===== src/rtl/td4_core_param.sv =====
// td4_core_param: parametrised TD4-style accumulator CPU.
// Two registers (A, B) fed by a single src+im adder, an output port register,
// a carry flag with carry-conditional jump, a fetch-valid stall and a HALT
// state that is left with a resume pulse.
module td4_core_param #(
  parameter  int DATA_W  = 4,
  parameter  int ADDR_W  = 4,
  localparam int INSTR_W = 4 + DATA_W
) (
  input  logic               clk,
  input  logic               n_reset,
  input  logic [INSTR_W-1:0] instr,
  input  logic               instr_valid,
  input  logic [DATA_W-1:0]  entrada,
  input  logic               resume,
  output logic [ADDR_W-1:0]  address,
  output logic [DATA_W-1:0]  out,
  output logic               out_strobe,
  output logic               carry,
  output logic               halted
);

  // Reject parameter sets the datapath cannot support (jump target is a
  // slice of the immediate, so the PC may not be wider than the data path).
  generate
    if (DATA_W < 4 || DATA_W > 16 || ADDR_W < 1 || ADDR_W > DATA_W) begin : g_bad_params
      $error("td4_core_param: illegal DATA_W/ADDR_W combination");
    end
  endgenerate

  typedef enum logic {
    ST_RUN  = 1'b0,
    ST_HALT = 1'b1
  } state_t;

  typedef enum logic [1:0] {
    SRC_A,
    SRC_B,
    SRC_IN,
    SRC_ZERO
  } src_t;

  state_t state;
  state_t next_state;

  logic [ADDR_W-1:0] pc_q;
  logic [DATA_W-1:0] a_q;
  logic [DATA_W-1:0] b_q;
  logic [DATA_W-1:0] out_q;
  logic              carry_q;
  logic              out_strobe_q;

  logic [3:0]        op;
  logic [DATA_W-1:0] im;

  src_t              src_sel;
  logic              write_a;
  logic              write_b;
  logic              write_out;
  logic              is_jmp;
  logic              is_jnc;
  logic              is_hlt;

  logic [DATA_W-1:0] src;
  logic [DATA_W:0]   sum_ext;
  logic              is_alu;
  logic              execute;
  logic              take_jump;
  logic [ADDR_W-1:0] pc_next;
  logic              carry_next;

  assign op = instr[INSTR_W-1:DATA_W];
  assign im = instr[DATA_W-1:0];

  // Opcode decode: which source feeds the adder and where the result goes.
  always_comb begin
    src_sel   = SRC_ZERO;
    write_a   = 1'b0;
    write_b   = 1'b0;
    write_out = 1'b0;
    is_jmp    = 1'b0;
    is_jnc    = 1'b0;
    is_hlt    = 1'b0;
    case (op)
      4'b0000: begin src_sel = SRC_A;    write_a   = 1'b1; end
      4'b0001: begin src_sel = SRC_B;    write_a   = 1'b1; end
      4'b0010: begin src_sel = SRC_IN;   write_a   = 1'b1; end
      4'b0011: begin src_sel = SRC_ZERO; write_a   = 1'b1; end
      4'b0100: begin src_sel = SRC_A;    write_b   = 1'b1; end
      4'b0101: begin src_sel = SRC_B;    write_b   = 1'b1; end
      4'b0110: begin src_sel = SRC_IN;   write_b   = 1'b1; end
      4'b0111: begin src_sel = SRC_ZERO; write_b   = 1'b1; end
      4'b1000: begin src_sel = SRC_A;    write_out = 1'b1; end
      4'b1001: begin src_sel = SRC_B;    write_out = 1'b1; end
      4'b1011: begin src_sel = SRC_ZERO; write_out = 1'b1; end
      4'b1100: is_hlt = 1'b1;
      4'b1110: is_jnc = 1'b1;
      4'b1111: is_jmp = 1'b1;
      default: ;
    endcase
  end

  // Adder source mux; entrada goes straight in so IN sees the live port.
  always_comb begin
    src = '0;
    case (src_sel)
      SRC_A:    src = a_q;
      SRC_B:    src = b_q;
      SRC_IN:   src = entrada;
      SRC_ZERO: src = '0;
      default:  src = '0;
    endcase
  end

  assign sum_ext    = {1'b0, src} + {1'b0, im};
  assign is_alu     = write_a | write_b | write_out;
  assign execute    = (state == ST_RUN) && instr_valid;
  assign take_jump  = is_jmp | (is_jnc & ~carry_q);
  assign pc_next    = take_jump ? im[ADDR_W-1:0] : pc_q + ADDR_W'(1);
  assign carry_next = is_alu ? sum_ext[DATA_W] : 1'b0;

  // Architectural state: updated only on an executed instruction.
  always_ff @(posedge clk or negedge n_reset) begin
    if (!n_reset) begin
      pc_q    <= '0;
      a_q     <= '0;
      b_q     <= '0;
      out_q   <= '0;
      carry_q <= 1'b0;
    end else if (execute) begin
      pc_q    <= pc_next;
      carry_q <= carry_next;
      if (write_a)   a_q   <= sum_ext[DATA_W-1:0];
      if (write_b)   b_q   <= sum_ext[DATA_W-1:0];
      if (write_out) out_q <= sum_ext[DATA_W-1:0];
    end
  end

  // Output strobe: one cycle after every executed OUT, regardless of value.
  always_ff @(posedge clk or negedge n_reset) begin
    if (!n_reset) begin
      out_strobe_q <= 1'b0;
    end else begin
      out_strobe_q <= execute & write_out;
    end
  end

  // FSM state register.
  always_ff @(posedge clk or negedge n_reset) begin
    if (!n_reset) begin
      state <= ST_RUN;
    end else begin
      state <= next_state;
    end
  end

  // FSM next state: HLT parks the core, resume releases it.
  always_comb begin
    next_state = state;
    case (state)
      ST_RUN:  if (execute && is_hlt) next_state = ST_HALT;
      ST_HALT: if (resume) next_state = ST_RUN;
      default: next_state = ST_RUN;
    endcase
  end

  // FSM outputs.
  always_comb begin
    halted = (state == ST_HALT);
  end

  assign address    = pc_q;
  assign out        = out_q;
  assign out_strobe = out_strobe_q;
  assign carry      = carry_q;

endmodule


===== config.mk =====
export PLATFORM = sky130hd
export DESIGN_NAME = td4_core_param
export DESIGN_NICKNAME = d
export VERILOG_FILES = /design/src/rtl/td4_core_param.sv
export SDC_FILE = /design/constraint.sdc
export NUM_CORES = 1
export LEC_CHECK = 0
export ABC_AREA = 1
export CORE_UTILIZATION = 51
export CTS_BUF_LIST = sky130_fd_sc_hd__clkbuf_8
export CTS_CLUSTER_DIAMETER = 100
export DETAILED_ROUTE_END_ITERATION = 16
export PLACE_DENSITY_LB_ADDON = 0.1
export SLEW_MARGIN = 20
export SYNTH_ARGS = -nofsm -noshare
export SYNTH_HDL_FRONTEND = slang
export SYNTH_SLANG_ARGS = --single-unit

===== constraint.sdc =====
create_clock -name clk -period 1.8 [get_ports clk]
set_input_delay 0.18 -clock clk [delete_from_list [all_inputs] [get_ports clk]]
set_output_delay 0.18 -clock clk [all_outputs]
set_load 0.02 [all_outputs]

==> results of run 1 <==
## per-stage QoR
stage | worst slack, ns | cells | instance area (um2) | total power [W] | hold WS [ns]
after global placement | -0.612 | 220 | 1530 | 0.00120 | 0.457
after CTS | 0.00194 | 225 | 1620 | 0.00157 | 0.256
after floorplan | 0.114 | 154 | 1140 | 0.000948 | -0.116
after global routing | -0.0158 | 227 | 1650 | 0.00170 | 0.276
final | 0.0154 | 227 | 1650 | 0.00160 | 0.246
after detailed placement | -0.697 | 220 | 1530 | 0.00123 | 0.467
## cells in the mapped netlist
cell type   n  area share, %
nand2_1    60             20
inv_2       1           0.33
nand3b_1    2            1.3
nand2_2     1           0.55
ha_1        5            5.5
or2_0       1           0.55
or2_2       2            1.1
xnor2_1     2            1.5
a21oi_1     2           0.88
nor2_4      2            2.0
nand4_1     1           0.55
nor2_2      2            1.1
inv_1      22            7.3
o21ai_0     8            3.5
nand2_4     1           0.99
dfrtp_1    19             42
nand3_1    17            7.5
o21ai_1     2           0.88
nor2_1      3           0.99
fa_1        1            1.8
## final timing paths
kind / from / endpoint / slack [ns] / depth (start not counted)
max: a_q[0] / b_q[1] / 0.02 / 7
min: n_reset / halted / 0.25 / 2
max reg2reg: a_q[0] / b_q[1] / 0.02 / 7
min reg2reg: out[2] / out[2] / 0.48 / 2
max in group asynchronous: n_reset / b_q[1] / 1.35 / 2
min in group clk: instr[5] / out_strobe / 0.37 / 4
## sequential cells by signal, indices dropped and copies added, names as in the netlist
name        cells
address         4
carry           1
b_q             4
a_q             4
halted          1
out_strobe      1
out             4
## where the power goes
| part | switching, W | internal, W |
|---|---|---|
| clock | 0.000161 | 0.000155 |
| sequential | 0.0000880 | 0.000537 |
| combinational | 0.000349 | 0.000311 |
## cell type report
cell class                      instances  area [um2]  share of cell area, %
Tap cell                               27        33.8                   2.05
Sequential cell                        19         475                   28.8
Clock buffer                            3        41.3                   2.50
Inverter                               23        86.3                   5.23
Timing Repair Buffer                   42         365                   22.1
Multi-Input combinational cell        112         644                   39.0
Clock inverter                          1        5.00                  0.303
## layer usage
layer	routed length, um	part of all wire [%]	track usage, %
met2	1640	51	50.5
met4	55	1.7	14.7
met1	1300	40	34.3
met3	242	7.5	4.98
met5	0	0	0
## cells by family after synthesis
logic type,count (synthesis),share of synthesized area [%]
simple gates,92,36.5
buf+inv,23,7.60
flops,19,41.9
compound gates,12,5.29
fa+ha+maj,6,7.27
xor+xnor,2,1.54
## timing repair
item                                    CTS  global route
endpoints found under the setup margin   10            10
resized for setup                        13            16
hold endpoints to repair                  0             0
hold buffers                              0             0
buffers inserted                          1             2
pin swaps                                 5             9
==> results.sh, run 1 <==
export IMPL_yosysSeqAreaShare_pct=41.9
export IMPL_fin_util_pct=81.7
export IMPL_cts_made_buffers=3
export IMPL_max_slew_margin_rel_pct=83.0
export IMPL_yosys_warnings=0
export IMPL_worstMarginPinSlew_ns=0.255
export IMPL_syn_nets=176
export IMPL_critical_path_slowest_cell="fa_2"
export IMPL_mostFrequentLayoutCells="nand2_1, clkdlybuf4s50_1, inv_1, dfrtp_1, nand3_1"
export IMPL_wl_um=3240
export IMPL_report_final_slew_viol_count=0
export IMPL_nNetsFinal=223
export IMPL_vias=1186
export IMPL_clock_path_buffers=2
export IMPL_maxCapViolCount=0
export IMPL_clock_sinks=19
export IMPL_clock_skew_final_ns=0.00133
export IMPL_die_w_um=49.2
export IMPL_die_h_um=49.2
export IMPL_grt_pass1_wl_um=5110
export IMPL_ctsHtreeMaxLevel=1
export IMPL_grt_usage_pct=29.1
export IMPL_start_util_pct=56.2
export IMPL_antenna_found_initial=0
export IMPL_crit_top_cell="inv_1"
export IMPL_coreArea_um2=2020
export IMPL_setup_violations=0
export IMPL_dp_hpwl_um=2200
export IMPL_final_common_cell="nand2_1"
export IMPL_drive_gt1_share_pct=22.5
export IMPL_grt_overflow=0
export IMPL_grt_max_degree=20
export IMPL_worst_ir_drop_vdd_mv=0.860
export IMPL_area_delta_synth_final_pct=45.4
export IMPL_antenna_left=0
export IMPL_max_freq_ghz=0.560
export IMPL_routedWlPerCell_um=14.3
export IMPL_critPathArrivalTime_ns=1.96
export IMPL_crit_family="adder cells"
export IMPL_power_leakage_nw=0.865
export IMPL_cp_end_kind="flop"
export IMPL_crit_fanout=3
export IMPL_syn_avg_cell_area_um2=7.38
export IMPL_first_pass_iters=4
export IMPL_syn_cell_area_um2=1140
export IMPL_finalWeightedCongestion=0.843
export IMPL_drc=0
export IMPL_hold_violations=0
export IMPL_dieArea_um2=2420
export IMPL_start_kind="flop"
export IMPL_hold_path_class="input port to async pin"
export IMPL_tritoncts="done"
export IMPL_rows=16
export IMPL_period_share_pct=99.1
export IMPL_clk_pin_slew_ns=0.08
export IMPL_outcome="finished, final reports clean"
export IMPL_portBuffers=26
export IMPL_grt_pass1_vias=1122
export IMPL_setup_tns_ns=0
export IMPL_drtIter0Drc=55
export IMPL_crit_path_max_incr_delay_ns=0.46
export IMPL_cts_root_buf="clkbuf_8"
export IMPL_worstPathRequired_ns=1.97
export IMPL_cp_cell_sequence="or2_2 > nand2_1 > inv_1 > ha_2 > inv_1 > fa_2 > o21ai_0"
export IMPL_synth_cells=154
export IMPL_p_per_area_nw_per_um2=970
export IMPL_min_period_ns=1.78
export IMPL_ios=27
export IMPL_antenna_cells=0
export IMPL_path_class="flop to flop"
export IMPL_synth_seq_cells=19
export IMPL_avgViaCountPerCell=5.22
export IMPL_fillers=138
export IMPL_synth_cell_types=20
export IMPL_cp_num_buf_inv=2
export IMPL_clkLatencyLatePin_ns=0.27
No activity file was read; power rests on OpenSTA's default activity.
==> run 2: changes to the inputs <==
--- a/config.mk
+++ b/config.mk
@@ -6,10 +6,12 @@
 export NUM_CORES = 1
 export LEC_CHECK = 0
 export ABC_AREA = 1
-export CORE_UTILIZATION = 51
+export CAP_MARGIN = 20
+export CORE_UTILIZATION = 60
 export CTS_BUF_LIST = sky130_fd_sc_hd__clkbuf_8
 export CTS_CLUSTER_DIAMETER = 100
 export DETAILED_ROUTE_END_ITERATION = 16
+export DONT_BUFFER_PORTS = 1
 export PLACE_DENSITY_LB_ADDON = 0.1
 export SLEW_MARGIN = 20
 export SYNTH_ARGS = -nofsm -noshare
==> results.sh, run 2 (synthesis gave the netlist of run 1 again) <==
export IMPL_outcome="finished, final reports clean"
export IMPL_antenna_left=0
export IMPL_die_h_um=45.5
export IMPL_drc=0
export IMPL_cp_end_kind="flop"
export IMPL_coreArea_um2=1750
export IMPL_routedWlPerCell_um=12.3
export IMPL_clock_sinks=19
export IMPL_rsz0062_at_grt="no"
export IMPL_max_freq_ghz=0.597
export IMPL_worstPathRequired_ns=1.98
export IMPL_wl_um=2330
export IMPL_first_pass_iters=4
export IMPL_dieArea_um2=2070
export IMPL_antenna_cells=0
export IMPL_worst_ir_drop_vdd_mv=0.595
export IMPL_power_leakage_nw=0.715
export IMPL_path_class="flop to flop"
export IMPL_dp_hpwl_um=1840
export IMPL_setup_violations=0
export IMPL_grt_pass1_wl_um=3880
export IMPL_antenna_found_initial=0
export IMPL_start_kind="flop"
export IMPL_die_w_um=45.5
export IMPL_report_final_slew_viol_count=0
export IMPL_tritoncts="done"
export IMPL_nNetsFinal=188
export IMPL_ff_latch_area_um2=475
export IMPL_setup_tns_ns=0
export IMPL_clkLatencyLatePin_ns=0.26
export IMPL_mostFrequentLayoutCells="nand2_1, inv_1, dfrtp_1"
export IMPL_grt_max_degree=20
export IMPL_crit_fanout=3
export IMPL_grt_util_met3_pct=4.76
export IMPL_dp_cells=185
export IMPL_drtIter0Drc=24
export IMPL_critPathArrivalTime_ns=1.86
export IMPL_hold_path_class="input port to flop"
export IMPL_finalWeightedCongestion=0.940
export IMPL_hold_violations=0
export IMPL_clock_path_buffers=2
export IMPL_fin_total_pwr_w=0.00135
export IMPL_use_met1_pct=35.9
export IMPL_p_per_area_nw_per_um2=1050
export IMPL_min_period_ns=1.68
export IMPL_area_delta_synth_final_pct=12.8
export IMPL_grt_busiest_layer="met2"
export IMPL_grt_overflow=0
export IMPL_maxCapViolCount=0
export IMPL_fillers=147
export IMPL_multiInputGateArea_um2=587
export IMPL_avgViaCountPerCell=5.19
export IMPL_ios=27
export IMPL_clk_pin_slew_ns=0.07
export IMPL_rows=15
export IMPL_vias=987
export IMPL_grt_usage_pct=26.2
export IMPL_ctsHtreeMaxLevel=1
export IMPL_start_util_pct=65.1
export IMPL_max_slew_margin_rel_pct=42.1
export IMPL_final_common_cell="nand2_1"
export IMPL_grt_pass1_vias=878
export IMPL_period_share_pct=93.1
export IMPL_groute_layer_met2_usage_pct=42.3
export IMPL_cts_root_buf="clkbuf_8"
export IMPL_drive_gt1_share_pct=13.9
export IMPL_cts_made_buffers=3
export IMPL_worstMarginPinSlew_ns=0.866
export IMPL_clock_skew_final_ns=0.00488
export IMPL_fin_util_pct=73.4
export IMPL_portBuffers=0
export IMPL_fin_cells=190
-- run 2: cell count changes in the layout (fill, tap and decap cells not counted), moves of 2 or more --
cell             delta
buf_4              -10
clkdlybuf4s50_1    -22
clkbuf_2            -3
inv_2               -2
a21oi_1             +2
nand2_1             +2
a21oi_2             -2
o21ai_1             +2
nor2_4              -2
inv_1               +2
-- run 2: critical path, stage by stage, from the launching register on --
cell and delay [ns]:
dfrtp_1 0.38, or2_2 0.29, nand2_1 0.07, inv_1 0.04
ha_2 0.17, inv_2 0.06, fa_2 0.45, o21ai_1 0.14
-- run 2: routing by layer --
layer / up-vias / routed length (um)
met5: - / 0
met4: 0 / 35
met3: 5 / 136
met2: 31 / 1090
met1: 450 / 1070
li1: 501 / -
-- run 2: cell type report --
class	instances	share of cell area, %
inverter	23	6.74
timing repair buffer	7	4.30
multi-input combinational	112	45.8
sequential	19	37.1
clock buffer	3	3.22
tap	25	2.44
clock inverter	1	0.391
-- run 2: power by group --
| group | switching (W) | total, W | internal, W |
|---|---|---|---|
| clock | 0.000150 | 0.000304 | 0.000154 |
| sequential | 0.000174 | 0.000710 | 0.000536 |
| combinational | 0.000185 | 0.000333 | 0.000148 |
| total | 0.000510 | 0.00135 | 0.000838 |
-- run 2: stage by stage --
step	worst slack [ns]	hold slack [ns]	area [um2]
finish	0.124	0.0111	1280
detailed placement	-0.0844	-0.115	1210
global placement	-0.0475	-0.115	1210
floorplan	0.114	-0.116	1140
CTS	0.0420	0.0123	1270
global route	0.0133	0.0258	1280
-- run 2: path summary, 6_finish.rpt --
check | from | cells past startpoint | end | slack [ns]
min in group asynchronous | n_reset | 1 | address[2] | 0.48
min | resume | 1 | halted | 0.01
min reg2reg | a_q[0] | 2 | a_q[0] | 0.49
max in group asynchronous | n_reset | 1 | b_q[1] | 0.79
max reg2reg | a_q[0] | 7 | b_q[1] | 0.12
max | a_q[0] | 7 | b_q[1] | 0.12
-- run 2: timing repair --
action | 4_1_cts | 5_1_grt
hold endpoints to repair | 19 | 0
buffers inserted | 0 | 0
setup endpoints to repair | 0 | 6
hold buffers | 1 | 0
resized for setup | 0 | 6
==> run 3: changes to the inputs <==
--- a/config.mk
+++ b/config.mk
@@ -7,6 +7,7 @@
 export LEC_CHECK = 0
 export ABC_AREA = 1
 export CAP_MARGIN = 20
+export CORE_MARGIN = 2
 export CORE_UTILIZATION = 60
 export CTS_BUF_LIST = sky130_fd_sc_hd__clkbuf_8
 export CTS_CLUSTER_DIAMETER = 100
==> constraint.sdc (replaced) <==
create_clock -name clk -period 1.7 [get_ports clk]
set_input_delay 0.17 -clock clk [delete_from_list [all_inputs] [get_ports clk]]
set_output_delay 0.17 -clock clk [all_outputs]
set_load 0.02 [all_outputs]
==> results.sh, run 3 (synthesis gave the netlist of run 1 again) <==
export IMPL_final_common_cell="nand2_1"
export IMPL_area_delta_synth_final_pct=18.7
export IMPL_hold_end="halted"
export IMPL_cp_end_kind="flop"
export IMPL_worstPathRequired_ns=1.88
export IMPL_dp_cells=187
export IMPL_worstMarginPinSlew_ns=0.884
export IMPL_grt_pass1_vias=982
export IMPL_period_share_pct=96.5
export IMPL_drtIter0Drc=31
export IMPL_setup_violations=0
export IMPL_avgViaCountPerCell=5.45
export IMPL_drc=0
export IMPL_ios=27
export IMPL_dieArea_um2=2260
export IMPL_tritoncts="done"
export IMPL_r2r_end="a_q[1]"
export IMPL_fillers=133
export IMPL_timing_rr_start="a_q[0]"
export IMPL_die_h_um=47.5
export IMPL_mostFrequentLayoutCells="nand2_1, inv_1, dfrtp_1"
export IMPL_r2r_cells=7
export IMPL_vias=1052
export IMPL_hp_start="resume"
export IMPL_antenna_found_initial=0
export IMPL_clock_skew_final_ns=0.00719
export IMPL_clock_path_buffers=2
export IMPL_antenna_left=0
export IMPL_max_freq_ghz=0.609
export IMPL_nNetsFinal=191
export IMPL_grt_pass1_wl_um=4040
export IMPL_clock_sinks=19
export IMPL_finalWeightedCongestion=0.915
export IMPL_hold_path_class="input port to flop"
export IMPL_grt_max_degree=20
export IMPL_worst_ir_drop_vdd_mv=0.757
export IMPL_grt_usage_pct=26.5
export IMPL_dp_hpwl_um=1990
export IMPL_fin_cells=193
export IMPL_setup_slack_ns=0.0587
export IMPL_p_per_area_nw_per_um2=1100
export IMPL_crit_top_cell="inv_2"
export IMPL_hold_violations=0
export IMPL_placed_area_um2=1230
export IMPL_crit_path_max_incr_delay_ns=0.46
export IMPL_fin_total_pwr_w=0.00148
export IMPL_rsz0062_at_grt="no"
export IMPL_stdcell_area_um2=1350
export IMPL_max_slew_margin_rel_pct=40.8
export IMPL_antenna_cells=0
export IMPL_die_w_um=47.5
export IMPL_start_util_pct=65.1
export IMPL_grt_overflow=0
export IMPL_reg2reg_slack_ns=0.06
export IMPL_critPathArrivalTime_ns=1.82
export IMPL_report_final_slew_viol_count=0
export IMPL_hold_path_depth=1
export IMPL_portBuffers=0
export IMPL_clkLatencyLatePin_ns=0.26
export IMPL_drive_gt1_share_pct=20.2
export IMPL_cts_root_buf="clkbuf_8"
export IMPL_min_period_ns=1.64
export IMPL_wl_um=2700
export IMPL_post_place_ws_ns=-0.179
export IMPL_first_pass_iters=4
export IMPL_maxCapViolCount=0
export IMPL_crit_fanout=3
export IMPL_power_leakage_nw=0.734
export IMPL_path_class="flop to flop"
export IMPL_cts_made_buffers=3
export IMPL_rows=15
export IMPL_outcome="finished, final reports clean"
export IMPL_routedWlPerCell_um=14.0
export IMPL_cp_cell_sequence="or2_4 > nand2_2 > inv_2 > ha_4 > inv_2 > fa_2 > o21ai_1"
export IMPL_ctsHtreeMaxLevel=1
export IMPL_critical_path_slowest_cell="fa_2"
export IMPL_coreArea_um2=1750
export IMPL_clk_pin_slew_ns=0.08
export IMPL_start_kind="flop"
-- run 3: changes by cell type in the layout (fill, tap and decap cells not counted), sizes merged --
cell,delta
buf,+3
-- run 3: area by class of cell --
cell class	count	area [um2]	share of cell area, %
multi-input combinational	112	632	46.8
inverter	23	86.3	6.40
timing repair buffer	10	77.6	5.75
clock inverter	1	5.00	0.371
clock buffer	3	41.3	3.06
tap	25	31.3	2.32
sequential	19	475	35.3
-- run 3: timing repair --
item,in CTS,in global routing
gates cloned,0,0
hold buffers,1,0
endpoints found under the hold margin,19,0
gates resized for setup,6,11
setup endpoints to repair,6,9
pin swaps,4,3
setup buffers,0,1
-- run 3: power by group --
group / leakage, nW / internal (W) / switching (W) / total, W
Combinational: 0.469 / 0.000182 / 0.000227 / 0.000409
Clock: 0.0255 / 0.000163 / 0.000155 / 0.000318
Sequential: 0.240 / 0.000568 / 0.000183 / 0.000751
Total: 0.734 / 0.000913 / 0.000564 / 0.00148
-- run 3: layer usage --
metal	routed length [um]	track usage, %	vias to the layer above
met5	0	0	-
met4	38	10.6	0
met3	188	5.66	5
met2	1330	45.9	49
met1	1140	31.8	485
li1	-	-	513
-- run 3: per-stage QoR --
stage	TNS, ns	utilization [%]	hold WS (ns)
2_1_floorplan	0	-	-0.126
3_3_place_gp	-0.502	70.3	-0.125
3_5_place_dp	-0.862	70.3	-0.125
4_1_cts	-0.00592	74.3	0.0187
5_1_grt	0	77.3	0.0130
6_report	0	77.3	0.0256
-- run 3: how the worst max path moves through the flow --
stage	startpoint	endpoint	slack, ns	depth (start not counted)
2_1_floorplan	instr[5]	a_q[2]	0.02	13
3_3_place_gp	instr[4]	a_q[2]	-0.15	13
3_5_place_dp	instr[4]	out[2]	-0.18	13
4_1_cts	a_q[0]	out[1]	-0.006	7
5_1_grt	a_q[3]	b_q[3]	0.003	7
6_report	a_q[0]	a_q[1]	0.06	7
-- run 3: worst max-delay path, delay by kind of cell, from the launching register on --
family / cells / cell delay (ns)
adder cells (fa/ha/maj): 2 / 0.61
AO/OA/AOI/OAI: 1 / 0.16
buffers and inverters: 2 / 0.09
AND/OR/NAND/NOR: 2 / 0.32
flip-flops: 1 / 0.39
